[src/rtl/fetch_unit.sv]
// Instruction-fetch stage: owns the PC, issues busy-wait imem reads and
// drives the IF/ID register, absorbing wait states, stalls and redirects.
module fetch_unit #(
  parameter logic [31:0] RESET_PC  = 32'h0000_0000,
  parameter logic [31:0] NOP_INSTR = 32'h0000_0013
) (
  input  logic        CLK,
  input  logic        RESET,
  input  logic [31:0] NEXT_PC,
  input  logic        REDIRECT,
  input  logic        STALL,
  output logic [31:0] PC_PLUSFOUR,
  output logic [31:0] IMEM_ADDR,
  output logic        IMEM_READ,
  input  logic [31:0] IMEM_READDATA,
  input  logic        IMEM_BUSYWAIT,
  output logic [31:0] IFID_INSTR,
  output logic [31:0] IFID_PC,
  output logic        IFID_VALID
);

  typedef enum logic [1:0] {
    FETCH = 2'd0,
    HELD  = 2'd1,
    DROP  = 2'd2
  } state_t;

  state_t      state_q, state_n;
  logic [31:0] pc_q, pc_n;
  logic [31:0] redir_q, redir_n;
  logic [31:0] buf_q, buf_n;
  logic [31:0] instr_q, instr_n;
  logic [31:0] ifpc_q, ifpc_n;
  logic        valid_q, valid_n;

  logic [31:0] npc;
  logic        done;
  logic        unused_npc_lsb;

  // PC is always word aligned; the low bits of the mux output are dropped.
  assign npc            = {NEXT_PC[31:2], 2'b00};
  assign unused_npc_lsb = ^NEXT_PC[1:0];
  assign done           = !IMEM_BUSYWAIT;

  assign PC_PLUSFOUR = pc_q + 32'd4;
  assign IMEM_ADDR   = pc_q;
  assign IMEM_READ   = !RESET && (state_q != HELD);
  assign IFID_INSTR  = instr_q;
  assign IFID_PC     = ifpc_q;
  assign IFID_VALID  = valid_q;

  always_comb begin
    state_n = state_q;
    pc_n    = pc_q;
    redir_n = redir_q;
    buf_n   = buf_q;
    instr_n = instr_q;
    ifpc_n  = ifpc_q;
    valid_n = valid_q;
    unique case (state_q)
      FETCH: begin
        unique case (1'b1)
          REDIRECT && done: begin
            pc_n    = npc;
            instr_n = NOP_INSTR;
            valid_n = 1'b0;
          end
          REDIRECT && !done: begin
            redir_n = npc;
            instr_n = NOP_INSTR;
            valid_n = 1'b0;
            state_n = DROP;
          end
          !REDIRECT && done && !STALL: begin
            instr_n = IMEM_READDATA;
            ifpc_n  = pc_q;
            valid_n = 1'b1;
            pc_n    = npc;
          end
          !REDIRECT && done && STALL: begin
            buf_n   = IMEM_READDATA;
            state_n = HELD;
          end
          !REDIRECT && !done && !STALL: begin
            valid_n = 1'b0;
          end
          default: ;
        endcase
      end
      HELD: begin
        unique case (1'b1)
          REDIRECT: begin
            pc_n    = npc;
            instr_n = NOP_INSTR;
            valid_n = 1'b0;
            state_n = FETCH;
          end
          !REDIRECT && !STALL: begin
            instr_n = buf_q;
            ifpc_n  = pc_q;
            valid_n = 1'b1;
            pc_n    = npc;
            state_n = FETCH;
          end
          default: ;
        endcase
      end
      DROP: begin
        // The stale read must finish at its original address before moving on.
        unique case (1'b1)
          done: begin
            pc_n    = REDIRECT ? npc : redir_q;
            state_n = FETCH;
          end
          !done && REDIRECT: begin
            redir_n = npc;
          end
          default: ;
        endcase
      end
      default: begin
        state_n = FETCH;
      end
    endcase
  end

  always_ff @(posedge CLK) begin
    if (RESET) begin
      state_q <= FETCH;
      pc_q    <= RESET_PC;
      redir_q <= 32'd0;
      buf_q   <= 32'd0;
      instr_q <= NOP_INSTR;
      ifpc_q  <= 32'd0;
      valid_q <= 1'b0;
    end else begin
      state_q <= state_n;
      pc_q    <= pc_n;
      redir_q <= redir_n;
      buf_q   <= buf_n;
      instr_q <= instr_n;
      ifpc_q  <= ifpc_n;
      valid_q <= valid_n;
    end
  end

endmodule
[config.mk]
export PLATFORM = sky130hd
export DESIGN_NAME = fetch_unit
export DESIGN_NICKNAME = d
export VERILOG_FILES = /design/src/rtl/fetch_unit.sv
export SDC_FILE = /design/constraint.sdc
export NUM_CORES = 1
export LEC_CHECK = 0
export ABC_AREA = 1
export BUFFER_PORTS_ARGS = -buffer_cell sky130_fd_sc_hd__buf_2
export CAP_MARGIN = 20
export CORE_MARGIN = 1
export CORE_UTILIZATION = 48
export CTS_CLUSTER_DIAMETER = 80
export DETAILED_ROUTE_END_ITERATION = 7
export GPL_TIMING_DRIVEN = 1
export PLACE_DENSITY = 0.82
export SLEW_MARGIN = 40
export SYNTH_ARGS = -nofsm -noshare
export SYNTH_HDL_FRONTEND = slang
export SYNTH_SLANG_ARGS = --single-unit
export TNS_END_PERCENT = 5
[constraint.sdc]
create_clock -name CLK -period 1.64 [get_ports CLK]
set_input_delay 0.41 -clock CLK [delete_from_list [all_inputs] [get_ports CLK]]
set_output_delay 0.41 -clock CLK [all_outputs]
set_load 0.03 [all_outputs]
==> flow_metrics.py <==
metrics = {
    "setup_path": {
        "ff2ff_path_depth": 8,
        "cp-end-kind": "primary output",
        "r2r-start": "state_q[0]",
        "worst_setup_path_start_kind": "flop",
        "r2r_end": "IFID_PC[2]",
        "cp_max_fo": 4,
        "crit_type": "reg2out",
        "worstPathArrival_ns": 1.82,
        "cp.required_ns": 1.23,
        "r2r_slack_ns": 0.07,
    },
    "timing": {
        "fmax_mhz": 448,
        "finalHoldViolCount": 0,
        "rsz0062_at_grt": "yes",
        "fin_crit_sh_pct": 136,
        "finalSetupViolations": 30,
        "min_period_ns": 2.23,
        "skew_ns": 0.00611,
        "slew_viol_final": 0,
        "fin_ws_ns": -0.593,
    },
    "clock_tree": {
        "cts_sinks": 157,
        "numCtsBuffers": 17,
        "cts.path.max_buffers": 2,
        "path_clk_slew_ns": 0.07,
        "root_buffer": "clkbuf_16",
        "postCtsHoldBufs": 0,
        "insertion_delay_ns": 0.43,
        "h-tree-depth": 4,
        "cts_tree": "built",
    },
    "placement": {
        "hpwl_um": 16500,
        "port_buffers": 190,
        "dpl_cell_area_mm2": 0.00991,
        "place_congestion": 0.924,
    },
    "floorplan": {
        "initial_core_util_pct": 49.4,
        "io_pins": 199,
        "std_cell_rows": 46,
        "die_w_um": 130,
        "core-area_mm2": 0.0159,
        "die_area_mm2": 0.0169,
        "dieHeight_um": 130,
    },
    "detailed_routing": {
        "dr.pass1.iters": 5,
        "vias": 8865,
        "postRouteAntennaNets": 0,
        "drtIter0Drc": 739,
        "drt-total-wl_um": 25100,
        "vias_per_cell": 5.10,
        "wl_per_cell_um": 14.4,
        "drc": 0,
    },
    "logic_synthesis": {
        "synth_area_mm2": 0.00787,
        "synthCells": 1276,
        "synth_seq_cells": 157,
        "yosys_warnings": 0,
        "synth_cell_types": 26,
        "synth.avg_cell_area_um2": 6.17,
        "ys_seq_area_share_pct": 39.9,
    },
    "cells_and_area": {
        "num-fill-cells": 1252,
        "design_area_mm2": 0.0111,
        "final_util_pct": 69.6,
        "syn2layout_area_growth_pct": 41.0,
        "nNetsFinal": 1578,
        "post_route_cells_drive_above_1_share_pct": 28.9,
    },
    "global_routing": {
        "antenna_found_initial": 2,
        "grt_pass1_wl_um": 38000,
        "grt_remaining_overflow": 0,
        "grt_use_total_pct": 28.7,
        "grt_max_degree": 61,
        "grt_pass1_vias": 7949,
    },
    "hold_path": {
        "hold_path.class": "in2reg",
        "whs_path_depth": 2,
        "hp-start": "RESET",
        "whs_endpoint": "state_q[0]",
    },
    "status": {
        "violations": "negative setup slack",
        "status": "finished with violations",
    },
    "power_and_ir_drop": {
        "powerDensity_mw_per_mm2": 1010,
        "total_power_mw": 11.2,
        "ir_drop_mv": 0.824,
        "leakagePower_nw": 5.49,
    },
    "run": {
        "drv_cap": 0,
    },
}
## layer usage
layer	share of wire [%]	track usage, %	up-vias
met2	48	48.8	390
met3	8.1	6.52	79
met1	40	34.2	4037
met5	0.052	0	-
met4	3.8	13.7	2
li1	-	-	4357
## worst max path at each step
stage | from | to | slack [ns] | cells after the start
after floorplan | IMEM_ADDR[2] | PC_PLUSFOUR[11] | -0.17 | 5
after global placement | IMEM_ADDR[8] | PC_PLUSFOUR[29] | -0.16 | 7
after detailed placement | IMEM_ADDR[10] | PC_PLUSFOUR[29] | -0.16 | 7
after CTS | IMEM_ADDR[2] | PC_PLUSFOUR[31] | -0.57 | 7
after global routing | IMEM_ADDR[2] | PC_PLUSFOUR[27] | -0.65 | 8
final | IMEM_ADDR[2] | PC_PLUSFOUR[9] | -0.59 | 7
## synth_stat cells
library cell / number / share of area (%)
clkbuf_1: 48 / 2.3
dfxtp_1: 157 / 40
xor2_1: 15 / 1.7
buf_6: 1 / 0.14
o211ai_1: 1 / 0.095
buf_2: 19 / 1.2
o21ai_1: 9 / 0.57
inv_2: 5 / 0.24
nand3_2: 1 / 0.13
buf_4: 8 / 0.76
nand3_1: 53 / 3.4
inv_1: 158 / 7.5
o21ai_0: 88 / 5.6
nor3_1: 1 / 0.064
clkinv_1: 1 / 0.048
nor2_4: 1 / 0.14
ha_1: 1 / 0.16
nor2_1: 290 / 14
nor2_2: 1 / 0.080
nand2_1: 315 / 15
nand2_2: 1 / 0.080
a21oi_1: 64 / 4.1
conb_1: 1 / 0.048
nand4_1: 32 / 2.5
nand3b_1: 3 / 0.29
buf_1: 2 / 0.095
## worst max-delay path, cell delays in order (launching register included)
cell        delay [ns]
dfxtp_4           0.39
clkinvlp_4        0.12
nor2_4            0.18
nand2_4           0.13
buf_4             0.16
buf_6             0.11
xor2_2            0.15
buf_6             0.15
## power breakdown
part / switching [mW] / internal, mW
sequential: 0.182 / 4.10
combinational: 1.55 / 0.869
clock: 1.61 / 2.87
## state kept, by name, summed over array words and instances (netlist names)
name        flops
IFID_INSTR     32
buf_q          32
IFID_PC        30
IMEM_ADDR      30
redir_q        30
state_q         2
IFID_VALID      1
## final cells by class
| cell class | count | area, um2 | area share, % |
|---|---|---|---|
| inverter | 164 | 622 | 5.60 |
| antenna | 3 | 7.51 | 0.0676 |
| clock buffer | 22 | 485 | 4.37 |
| clock inverter | 9 | 180 | 1.62 |
| tap | 216 | 270 | 2.43 |
| multi-input combinational | 882 | 4310 | 38.9 |
| timing repair buffer | 286 | 2020 | 18.2 |
| sequential | 157 | 3200 | 28.8 |
## repair_timing
item                                    4_1_cts  5_1_grt
gates resized for setup                      76       67
pin swaps                                    16       20
endpoints found under the hold margin         0        0
buffers inserted                              2        3
endpoints found under the setup margin       34       42
## per-stage QoR
stage | setup WS [ns] | cells | setup TNS, ns | hold WS, ns
6_report | -0.593 | 1739 | -13.62 | 0.256
3_5_place_dp | -0.159 | 1700 | -2.39 | 0.433
2_1_floorplan | -0.170 | 1281 | -2.53 | 0.420
3_3_place_gp | -0.158 | 1700 | -2.06 | 0.429
4_1_cts | -0.574 | 1733 | -13.69 | 0.246
5_1_grt | -0.647 | 1736 | -15.37 | 0.260
## placed cells by master (no fill, tap or decap), types with 2 or more instances in the layout
master / count
bufinv_16: 5
inv_1: 155
buf_4: 84
clkinvlp_4: 2
buf_12: 14
nand3_4: 3
nor2_2: 22
clkbuf_1: 2
inv_2: 7
dfxtp_1: 132
nand2_2: 23
buf_2: 161
nand2_4: 3
dfxtp_4: 10
diode_2: 3
nor2_1: 251
nand3_2: 4
o21ai_0: 88
buf_6: 27
nand2_1: 290
nand4_1: 32
o21ai_1: 8
clkbuf_8: 2
a21oi_1: 64
nor2_4: 19
conb_1: 6
nand3_1: 47
xor2_4: 8
dfxtp_2: 15
clkbuf_16: 18
xor2_2: 7
nand3b_1: 3
## cells by family after synthesis
group	count (synthesis)	synth area share, %
AOI/OAI and AO/OA	162	10.3
buffers and inverters	242	12.3
other	1	0.0476
and+or+nand+nor	698	35.5
xor gates and xnor gates	15	1.67
adders and majority gates	1	0.159
DFF	157	39.9
(Power assumes the default switching activity.)
